--- src/rtl/iod_dly_tap_seq.sv ---
// iod_dly_tap_seq: delay-line tap sequencer for the DDR3 command/address IOD lanes.
// Accepts one move/load request at a time and drives the selected lane's DIRECTION,
// MOVE and LOAD with setup and settle spacing. It samples OUT_OF_RANGE once at the end
// of every settle gap and reports completion status.
//
// Ports:
//   fab_clk_i, arst_ni        fabric clock, async active-low reset
//   req_*_i / req_ready_o     request handshake (lane, load/move, dir, count)
//   done_o, done_status_o     completion pulse; status 00 ok, 01 out-of-range, 10 bad lane
//   done_moves_o              MOVE pulses issued for the last request
//   dl_move_o, dl_dir_o,
//   dl_load_o, dl_oor_i       per-lane IOD delay-line controls / range flag
//   rd_lane_i, rd_tap_o       registered tap readback (1-cycle latency)
//
// Build option: define IOD_DLY_TAP_SEQ_TRACK_EN to keep per-lane tap positions and
// enable the readback. When it is undefined, rd_tap_o is constant 0.
module iod_dly_tap_seq #(
  parameter int unsigned NUM_LANES  = 8,
  parameter int unsigned TAP_W      = 8,
  parameter int unsigned GAP_CYCLES = 4,
  parameter int unsigned TAP_INIT   = 1,
  localparam int unsigned LW = (NUM_LANES > 1) ? $clog2(NUM_LANES) : 1
) (
  input  logic                 fab_clk_i,
  input  logic                 arst_ni,
  input  logic                 req_valid_i,
  output logic                 req_ready_o,
  input  logic [LW-1:0]        req_lane_i,
  input  logic                 req_load_i,
  input  logic                 req_dir_i,
  input  logic [TAP_W-1:0]     req_count_i,
  output logic                 done_o,
  output logic [1:0]           done_status_o,
  output logic [TAP_W-1:0]     done_moves_o,
  output logic [NUM_LANES-1:0] dl_move_o,
  output logic [NUM_LANES-1:0] dl_dir_o,
  output logic [NUM_LANES-1:0] dl_load_o,
  input  logic [NUM_LANES-1:0] dl_oor_i,
  input  logic [LW-1:0]        rd_lane_i,
  output logic [TAP_W-1:0]     rd_tap_o
);

  localparam int unsigned GW = (GAP_CYCLES > 1) ? $clog2(GAP_CYCLES) : 1;

  typedef enum logic [2:0] {StIdle, StSetup, StPulse, StGap, StFin} state_e;

  state_e                 state_q, state_d;
  logic [LW-1:0]          lane_q, lane_d;
  logic                   load_q, load_d;
  logic                   dir_q, dir_d;
  logic [TAP_W-1:0]       count_q, count_d;
  logic [TAP_W-1:0]       moves_q, moves_d;
  logic [GW-1:0]          gap_q, gap_d;
  logic [1:0]             status_q, status_d;
  logic [TAP_W-1:0]       dmoves_q, dmoves_d;
  logic [NUM_LANES-1:0]   line_dir_q, line_dir_d;
  logic                   lane_ok;

  assign lane_ok = 32'(lane_q) < NUM_LANES;

  always_comb begin
    state_d     = state_q;
    lane_d      = lane_q;
    load_d      = load_q;
    dir_d       = dir_q;
    count_d     = count_q;
    moves_d     = moves_q;
    gap_d       = gap_q;
    status_d    = status_q;
    dmoves_d    = dmoves_q;
    line_dir_d  = line_dir_q;
    req_ready_o = 1'b0;
    done_o      = 1'b0;
    dl_move_o   = '0;
    dl_load_o   = '0;
    unique case (state_q)
      StIdle: begin
        req_ready_o = 1'b1;
        if (req_valid_i) begin
          lane_d  = req_lane_i;
          load_d  = req_load_i;
          dir_d   = req_dir_i;
          count_d = req_count_i;
          moves_d = '0;
          state_d = StSetup;
        end
      end
      StSetup: begin
        if (!lane_ok) begin
          status_d = 2'b10;
          dmoves_d = moves_q;
          state_d  = StFin;
        end else if (!load_q && (count_q == '0)) begin
          status_d = 2'b00;
          dmoves_d = moves_q;
          state_d  = StFin;
        end else begin
          if (!load_q) line_dir_d[lane_q] = dir_q;
          state_d = StPulse;
        end
      end
      StPulse: begin
        if (load_q) begin
          dl_load_o[lane_q] = 1'b1;
        end else begin
          dl_move_o[lane_q] = 1'b1;
          moves_d = moves_q + 1'b1;
        end
        gap_d   = GW'(GAP_CYCLES - 1);
        state_d = StGap;
      end
      StGap: begin
        if (gap_q != '0) begin
          gap_d = gap_q - 1'b1;
        end else if (dl_oor_i[lane_q]) begin
          status_d = 2'b01;
          dmoves_d = moves_q;
          state_d  = StFin;
        end else if (load_q || (moves_q == count_q)) begin
          status_d = 2'b00;
          dmoves_d = moves_q;
          state_d  = StFin;
        end else begin
          state_d = StPulse;
        end
      end
      StFin: begin
        done_o  = 1'b1;
        state_d = StIdle;
      end
      default: state_d = StIdle;
    endcase
  end

  // Taking the next-state value lets the new direction show during the SETUP cycle,
  // one cycle ahead of the first MOVE.
  assign dl_dir_o      = line_dir_d;
  assign done_status_o = status_q;
  assign done_moves_o  = dmoves_q;

  always_ff @(posedge fab_clk_i or negedge arst_ni) begin
    if (!arst_ni) begin
      state_q    <= StIdle;
      lane_q     <= '0;
      load_q     <= 1'b0;
      dir_q      <= 1'b0;
      count_q    <= '0;
      moves_q    <= '0;
      gap_q      <= '0;
      status_q   <= 2'b00;
      dmoves_q   <= '0;
      line_dir_q <= '0;
    end else begin
      state_q    <= state_d;
      lane_q     <= lane_d;
      load_q     <= load_d;
      dir_q      <= dir_d;
      count_q    <= count_d;
      moves_q    <= moves_d;
      gap_q      <= gap_d;
      status_q   <= status_d;
      dmoves_q   <= dmoves_d;
      line_dir_q <= line_dir_d;
    end
  end

`ifdef IOD_DLY_TAP_SEQ_TRACK_EN
  logic [TAP_W-1:0] tap_q [NUM_LANES];
  logic [TAP_W-1:0] rd_tap_q;

  // Positions saturate at both ends; only OUT_OF_RANGE ends a sequence.
  always_ff @(posedge fab_clk_i or negedge arst_ni) begin
    if (!arst_ni) begin
      for (int i = 0; i < int'(NUM_LANES); i++) tap_q[i] <= TAP_W'(TAP_INIT);
      rd_tap_q <= '0;
    end else begin
      if (state_q == StPulse) begin
        if (load_q) begin
          tap_q[lane_q] <= TAP_W'(TAP_INIT);
        end else if (dir_q && (tap_q[lane_q] != '1)) begin
          tap_q[lane_q] <= tap_q[lane_q] + 1'b1;
        end else if (!dir_q && (tap_q[lane_q] != '0)) begin
          tap_q[lane_q] <= tap_q[lane_q] - 1'b1;
        end
      end
      rd_tap_q <= (32'(rd_lane_i) < NUM_LANES) ? tap_q[rd_lane_i] : '0;
    end
  end

  assign rd_tap_o = rd_tap_q;
`else
  logic             unused_rd_lane;
  logic [TAP_W-1:0] unused_tap_init;
  assign unused_rd_lane  = ^rd_lane_i;
  assign unused_tap_init = TAP_W'(TAP_INIT);
  assign rd_tap_o        = '0;
`endif

endmodule

--- config.mk ---
export PLATFORM = sky130hd
export DESIGN_NAME = iod_dly_tap_seq
export DESIGN_NICKNAME = d
export VERILOG_FILES = /design/src/rtl/iod_dly_tap_seq.sv
export SDC_FILE = /design/constraint.sdc
export NUM_CORES = 1
export LEC_CHECK = 0
export CAP_MARGIN = 15
export CORE_MARGIN = 5
export CORE_UTILIZATION = 45
export DETAILED_ROUTE_END_ITERATION = 12
export PLACE_DENSITY = 0.83
export SLEW_MARGIN = 20
export SYNTH_ARGS = -nofsm -noshare
export SYNTH_HDL_FRONTEND = slang
export SYNTH_SLANG_ARGS = --single-unit
--- constraint.sdc ---
create_clock -name fab_clk_i -period 2.3 [get_ports fab_clk_i]
set_input_delay 0.46 -clock fab_clk_i [delete_from_list [all_inputs] [get_ports fab_clk_i]]
set_output_delay 0.46 -clock fab_clk_i [all_outputs]
set_load 0.05 [all_outputs]
== Word-level counts from Yosys, hierarchy flattened ==
Index checks and enable logic that the tools add are counted.

* Bits in registers: 44
* Output and inout port bits: 44

* Add/sub/neg operators: 2
* $lt $le $gt $ge: 2
* Equality and inequality tests: 11
* Mux-type cells: 35
* Reductions and logical operators: 15

{| class="wikitable"
|+ Operator list
! operator !! number
|-
| 8-bit two-way mux || 13
|-
| 8-bit case mux with 2 select lines || 2
|-
| 3-bit two-way mux || 5
|-
| 3-bit case mux with 4 select lines || 1
|-
| 2-bit two-way mux || 5
|-
| 2-bit != test, second input constant || 5
|-
| 8-bit by 1-bit adder with 8-bit output, second input constant || 1
|-
| 8-bit bitwise mux || 1
|-
| 8-bit equality test || 1
|-
| 8-bit zero test || 1
|-
| 2-bit case mux with 2 select lines || 2
|-
| 2-bit nonzero test || 4
|-
| 3-bit by 2-bit equality test with 1-bit output, second input constant || 2
|-
| 2-bit AND reduction || 3
|-
| 3-bit by 4-bit < comparator with 1-bit output, second input constant || 1
|-
| 1-bit two-way mux || 4
|-
| 4-bit AND reduction || 1
|-
| 1-bit binary-select mux with 3-bit select || 1
|-
| 1-bit demux with 3-bit select || 1
|-
| 3-bit by 1-bit equality test with 1-bit output, second input constant || 1
|-
| 3-bit equality test, second input constant || 1
|-
| 3-bit by 1-bit greater-or-equal comparator with 1-bit output, second input constant || 1
|-
| 3-bit zero test || 1
|-
| 3-bit != test, second input constant || 1
|-
| other kinds (5) || 6
|}

== Longest topological paths before layout ==
Gate-level depths: netlist (run 1).

* Word-level depth: 8
* Gate-level depth with buffers: 7
* Depth with buffers taken out: 6

== Worst setup path before layout (run 1) ==
OpenSTA, ideal clock, no wires.

* Kind: register to output
* Start: register state_q[1]
* End: output port dl_move_o[6]
* Arrival time: 2.245 ns
* Data required time: 1.840 ns
* Path slack: -0.405 ns
* Cell stages (with the launch flop): 6
* Cell sequence: dfrtp_1 > clkbuf_1 > nand2b_1 > or3_1 > clkbuf_1 > nor3_1

* Cells in the longest elaborated chain, start to end: 2

{| class="wikitable"
|+ RTL lines
! element !! RTL line !! source
|-
| from (decl) || 47 || <nowiki>state_e state_q, state_d;</nowiki>
|-
| from (signal assigned) || 143 || <nowiki>state_q <= StIdle;</nowiki>
|-
| from (signal assigned) || 154 || <nowiki>state_q <= state_d;</nowiki>
|-
| 3-bit by 2-bit equality test with 1-bit output || 76 || <nowiki>unique case (state_q)</nowiki>
|-
| 8-bit two-way mux || 76 ||
|-
| to (decl) || 35 || <nowiki>output logic [NUM_LANES-1:0] dl_move_o,</nowiki>
|}

Every way passes these cells.

== Worst setup path in the final report (run 1) ==
* Start: register count_q[6]
* End: output port dl_dir_o[1]

* Cells in the longest elaborated chain, start to end: 4

{| class="wikitable"
|+ RTL lines
! element !! RTL line !! source
|-
| from (decl) || 51 || <nowiki>logic [TAP_W-1:0] count_q, count_d;</nowiki>
|-
| from (signal assigned) || 158 || <nowiki>count_q <= count_d;</nowiki>
|-
| 8-bit zero test || 93 || <nowiki>end else if (!load_q && (count_q == '0)) begin</nowiki>
|-
| 1-bit logical AND || 93 ||
|-
| 8-bit two-way mux || 93 ||
|-
| 8-bit two-way mux || 76 ||
|-
| to (decl) || 36 || <nowiki>output logic [NUM_LANES-1:0] dl_dir_o,</nowiki>
|}

Every way passes these cells.

==> key figures, run 1 <==
Status
  – Status: finished, violations left
  – Failing checks: negative setup slack

Synth
  – Sequential share of the synthesized area: 48.67%
  – Syn. warnings: 0
  – Ys async rst share: 100.0%
  – Syn Std Cell Area: 2211 µm²
  – EDFF count, synth: 0
  – Netlist cell types: 39
  – Post-Synthesis Cells: 203
  – Syn_area_per_cell: 10.89 µm²
  – Number of synthesized register bits: 43
  – Most used flip-flop cell after synthesis: dfrtp_1

Pwr
  – Leak pwr: 1.544 nW
  – Max VDD drop: 0.6814 mV
  – Pwr dens: 1292 nW/µm²

Timing
  – Setup TNS: -0.6609 ns
  – Max-slew headroom: 63.46%
  – Final hold vios: 0
  – Max Slew Vio Count: 0
  – Final setup vio count: 8
  – Worst Slack Setup Final: -0.1030 ns
  – Clock Skew: 0.007422 ns
  – FMAX: 416.1 MHz
  – Period utilization: 104.5%
  – Worst slew pin tran: 0.5481 ns
  – RSZ-0062 raised after global routing: true
  – Minimum clock period: 2.403 ns

CTS
  – Total CTS buffers: 5
  – CTS sink cnt: 43
  – Hold buffer count at cts: 0
  – Clk_lat worst skew: 0.30 ns
  – H-tree level count: 2
  – Root Buffer: clkbuf_8
  – TritonCTS clock tree: built
  – Clock transition at path regs: 0.08 ns
  – Clock Tree Buf Depth: 2

Cells and area
  – Fraction of layout cells with a size suffix above 1: 42.31%
  – Area delta synth->final: 56.14%
  – Nets: 314
  – Commonest non-fill, non-tap cells in the layout: 41 x dfrtp_1, 31 x clkdlybuf4s50_1, 27 x mux2_2, 26 x buf_4, 22 x nor2_1
  – ANT cells: 0
  – Commonest non-fill, non-tap cell in the layout: dfrtp_1

Route
  – Residual DRC count: 0
  – 1st-iter DRT viols: 101
  – WL per Instance: 19.03 µm
  – Routed Antenna Nets: 0
  – Routed vias: 1864
  – Drt first pass iters: 4
  – Routed Wire Length: 6717 µm
  – DR vias/cell: 5.280

Critical path
  – Setup CP Type: reg2out
  – Worst Reg-to-Reg Cells: 7
  – Worst path max stage delay: 0.44 ns
  – Critical path launch point type: register
  – CP max-delay cell: dfrtp_2
  – CP Max Fanout: 8
  – Critical path capture point type: output port
  – Critical Path RT: 1.84 ns
  – CP Data Arrival Time: 1.94 ns
  – Cell Chain, Critical Path: nor4_4 > nand2_2 > nand2b_4 > nor2_4 > mux2_4 > buf_8

Die
  – Cell Rows: 25
  – Initial core utilization: 46.50%
  – Die footprint: 6415 µm²
  – Core area: 4755 µm²
  – Ports: 71
  – Die width: 80.10 µm
  – Chip height: 80.10 µm

Placement
  – Number of port buffers: 58
  – Dpl hpwl: 4329 µm
  – Gp weighted congestion: 0.7664
  – Pre-CTS WS: -0.2159 ns

Hold path
  – Hold Crit Class: in2async

Global route
  – All-Layer GR Usage: 19.92%
  – Vias in the first global route: 1999
  – Grt total ovfl: 0
  – Initial antenna violation count: 0
  – Pin count of the biggest net entering global routing: 44
  – First-pass GRT wire length: 9791 µm

Job
  – Max_cap viols: 0
## cell usage after synthesis (all sizes together), types with 2 or more instances
| library cell | count | area (µm²) |
|---|---|---|
| nand3b | 2 | 15.01 |
| nor4b | 2 | 23.77 |
| o21ai | 3 | 26.28 |
| mux2 | 30 | 337.8 |
| nor3 | 5 | 25.02 |
| xor2 | 13 | 113.9 |
| nor4 | 4 | 25.02 |
| inv | 5 | 18.77 |
| nor2 | 34 | 127.6 |
| nand4 | 2 | 12.51 |
| nand2 | 10 | 37.54 |
| a22oi | 2 | 15.01 |
| or3 | 2 | 12.51 |
| nand3 | 4 | 20.02 |
| nand2b | 2 | 12.51 |
| clkbuf | 7 | 26.28 |
| mux4 | 2 | 52.55 |
| buf | 11 | 77.57 |
| a21oi | 3 | 15.01 |
| ha | 2 | 25.02 |
| dfrtp | 43 | 1076 |
## area by class of cell
| cell class | count | area (µm²) |
|---|---|---|
| timing repair buffer | 84 | 972.2 |
| multi-input combinational | 146 | 1204 |
| fill | 325 | 1303 |
| tap | 67 | 83.83 |
| inverter | 5 | 18.77 |
| sequential | 43 | 1079 |
| clock inverter | 1 | 8.758 |
| clock buffer | 7 | 86.33 |
## through the flow
stage	util [%]	total power, W	instance area, µm²	hold WS [ns]	instances
after floorplan	-	0.002707	2253	0.1644	211
after global placement	64.95	0.003412	3088	0.4614	333
after detailed placement	64.95	0.003513	3088	0.4767	333
after CTS	69.45	0.004188	3302	0.2438	347
after global routing	72.61	0.004685	3452	0.2733	353
final	72.61	0.004459	3452	0.2146	353
## timing repair
action	4_1_cts	5_1_grt
cloned	0	1
setup endpoints to repair	24	31
resized for setup	19	27
pin swaps	6	4
hold endpoints to repair	0	0
buffers inserted	6	5
## worst paths after layout
kind | slack (ns) | from | endpoint
max | -0.10 | count_q[6]$_DFFE_PN0P_ | dl_dir_o[1]
min | 0.21 | arst_ni | line_dir_q[5]$_DFF_PN0_
max reg2reg | 0.10 | lane_q[0]$_DFFE_PN0P_ | done_moves_o[1]$_DFFE_PN0P_
min reg2reg | 0.49 | done_status_o[0]$_DFFE_PN0P_ | done_status_o[0]$_DFFE_PN0P_
max in group asynchronous | 1.66 | arst_ni | count_q[6]$_DFFE_PN0P_
min in group fab_clk_i | 0.49 | done_status_o[0]$_DFFE_PN0P_ | done_status_o[0]$_DFFE_PN0P_
## sequential cells by signal, summed over array words and instances (netlist names)
register	count
load_q	1
gap_q	2
dir_q	1
done_status_o	1
done_moves_o	8
state_q	3
count_q	8
lane_q	3
moves_q	8
line_dir_q	8
## cell families after synthesis
family / count (synthesis) / share of synthesized area [%]
multiplexers: 33 / 18.11
AND/OR/NAND/NOR: 73 / 16.02
XOR/XNOR: 14 / 5.546
buffers and inverters: 23 / 5.546
AO/OA/AOI/OAI: 14 / 4.811
other: 1 / 0.1696
adder cells (fa/ha/maj): 2 / 1.132
flip-flops: 43 / 48.67
## critical path: cells and delay by family (launching register included)
| kind | cells | cell delay (ns) |
|---|---|---|
| buf+inv | 1 | 0.16 |
| flops | 1 | 0.44 |
| mux | 1 | 0.34 |
| simple gates | 4 | 0.71 |
## per-layer routing
| metal | vias to the layer above | track usage [%] | part of all wire [%] |
|---|---|---|---|
| met4 | 0 | 10.14 | 3.3 |
| met1 | 948 | 22.08 | 39 |
| met5 | - | 0 | 0 |
| li1 | 850 | - | - |
| met2 | 49 | 35.51 | 54 |
| met3 | 17 | 4.372 | 3.2 |
## power breakdown
group	internal, W	total (W)	leakage [nW]	switching, W
clock	0.000246	0.000508	0.0484	0.000262
sequential	0.00107	0.00138	0.539	0.000311
combinational	0.00115	0.00257	0.956	0.00142
total	0.00246	0.00446	1.54	0.00200
Power figures use the tool's default switching activity.
==> inputs of run 2 (changes only) <==
Settings changed: CORE_UTILIZATION 45 to 46, GPL_ROUTABILITY_DRIVEN from default to 0, PLACE_DENSITY 0.83 to 0.85.
==> run 2 against run 1 <==
  * The flow still finishes with violations (negative setup slack)
  * Fmax rose by 1.8%
  * Critical endpoint is now dl_dir_o[0]
  * Clock power grew 38%
  * Flip-flop and latch count unchanged
  * Setup slack better by 0.042 ns
  * Global-route usage is 0.77 points higher
  * Sequential share of layout area rose by 0.13 points
  * Register-to-register slack better by 0.03 ns
  * First-iteration DRC count shrank 26%
  * Combinational power fell by 4%
  * Clock skew rose by 0.0013 ns
  * Largest power group unchanged
==> key figures, run 2 (synthesis gave the netlist of run 1 again) <==
Status
  – Status: finished, violations left
  – Failing checks: negative setup slack

Route
  – DR vias/cell: 5.356
  – Routed Wire Length: 6086 µm
  – WL per Instance: 18.06 µm
  – Routed Antenna Nets: 0
  – Drt first pass iters: 4
  – Routed vias: 1805
  – Residual DRC count: 0
  – 1st-iter DRT viols: 75

Timing
  – Minimum clock period: 2.361 ns
  – FMAX: 423.6 MHz
  – Period utilization: 102.6%
  – Worst slew pin tran: 0.5021 ns
  – Max Slew Vio Count: 0
  – RSZ-0062 raised after global routing: true
  – Worst Slack Setup Final: -0.06077 ns
  – Final hold vios: 0
  – Max-slew headroom: 66.42%
  – Clock Skew: 0.008699 ns
  – Setup TNS: -0.3268 ns
  – Final setup vio count: 8
  – Min Hold Slack: 0.05499 ns

Critical path
  – Setup CP Type: reg2out
  – CP Max Fanout: 3
  – Critical path capture point type: output port
  – Cell Chain, Critical Path: buf_4 > or3_1 > nor2_1 > mux2_2 > buf_12
  – R2R Setup Slk: 0.13 ns
  – CP Data Arrival Time: 1.90 ns
  – Critical path launch point type: register
  – Worst flop-to-flop path endpoint: done_moves_o[0]$_DFFE_PN0P_
  – Worst path max stage delay: 0.42 ns
  – CP max-delay cell: dfrtp_2
  – Worst Reg-to-Reg Cells: 7
  – Reg2reg start: lane_q[0]$_DFFE_PN0P_
  – Critical Path RT: 1.84 ns

Pwr
  – Pwr dens: 1324 nW/µm²
  – Leak pwr: 1.547 nW
  – Max VDD drop: 0.8102 mV
  – Final Power: 0.004562 W

Die
  – Cell Rows: 25
  – Die footprint: 6292 µm²
  – Core area: 4692 µm²
  – Chip height: 79.33 µm
  – Initial core utilization: 47.12%
  – Die width: 79.33 µm
  – Ports: 71

Cells and area
  – Area delta synth->final: 55.86%
  – ANT cells: 0
  – Commonest non-fill, non-tap cells in the layout: 39 x dfrtp_1, 31 x clkdlybuf4s50_1, 28 x mux2_2, 24 x buf_12, 24 x buf_4
  – Commonest non-fill, non-tap cell in the layout: dfrtp_1
  – Design area: 3446 µm²
  – Nets: 311
  – Fraction of layout cells with a size suffix above 1: 41.70%
  – Final Util: 73.44%

Placement
  – Placement Cell Area: 3139 µm²
  – Dpl hpwl: 4391 µm
  – Number of port buffers: 58

Global route
  – Initial antenna violation count: 0
  – All-Layer GR Usage: 20.69%
  – Grt total ovfl: 0
  – Pin count of the biggest net entering global routing: 22
  – Vias in the first global route: 1994
  – First-pass GRT wire length: 9956 µm

CTS
  – CTS sink cnt: 43
  – Root Buffer: clkbuf_8
  – Hold buffer count at cts: 0
  – Clock Tree Buf Depth: 2
  – Total CTS buffers: 5
  – Clock transition at path regs: 0.08 ns
  – TritonCTS clock tree: built
  – Clk_lat worst skew: 0.30 ns
  – H-tree level count: 2

Job
  – Max_cap viols: 0

Hold path
  – Hold Crit Class: in2async
## run 2: changes by cell type in the layout (fill, tap and decap cells not counted), moves of 3 or more
cell    change
nor2_2      +3
nor2_4      -4
buf_12      +6
buf_8       -3
buf_6       -3
## run 2: worst max-delay path by stage
stage | startpoint | to | slack, ns | cells after the start
after floorplan | state_q[1]$_DFFE_PN0P_ | dl_move_o[0] | -0.03 | 5
after global placement | dl_oor_i[5] | done_moves_o[7]$_DFFE_PN0P_ | -0.15 | 7
after detailed placement | dl_oor_i[5] | done_moves_o[0]$_DFFE_PN0P_ | -0.16 | 7
after CTS | count_q[3]$_DFFE_PN0P_ | dl_dir_o[1] | -0.05 | 6
after global routing | count_q[6]$_DFFE_PN0P_ | dl_dir_o[1] | -0.15 | 6
final | lane_q[0]$_DFFE_PN0P_ | dl_dir_o[0] | -0.06 | 5
## run 2: final cells by class
cell class / instances / area (µm²)
Clock buffer: 5 / 68.82
Clock inverter: 3 / 67.56
Fill cell: 307 / 1246
Timing Repair Buffer: 82 / 998.5
Tap cell: 54 / 67.56
Sequential cell: 43 / 1081
Inverter: 5 / 18.77
Multi-Input combinational cell: 145 / 1144
## run 2: per-stage QoR
step | worst slack (ns) | instances
after floorplan | -0.03170 | 211
after global placement | -0.1456 | 319
after detailed placement | -0.1609 | 319
after CTS | -0.05352 | 334
after global routing | -0.1517 | 337
final | -0.06077 | 337
## run 2: where the power goes
group          internal (W)  switching, W
sequential          0.00107      0.000307
clock              0.000433      0.000267
combinational       0.00114       0.00134
total               0.00265       0.00192
## run 2: timing repair
action                     CTS  global route
pin swaps                    2             5
resized for setup           17            12
setup endpoints to repair   24            22
setup buffers                7             3
## run 2: per-layer routing
metal  vias to the layer above  wire (µm)  GRT usage [%]
met5                         -          0              0
met4                         0        161          8.076
met3                        13        182          2.381
met2                        49       3346          38.89
met1                       906       2396          23.71
li1                        837          -              -
## run 2: worst max-delay path: cells and delay by family, from the launching register on
| kind | cells | cell delay [ns] |
|---|---|---|
| simple gates | 2 | 0.48 |
| mux | 1 | 0.38 |
| buf+inv | 2 | 0.31 |
| flops | 1 | 0.42 |
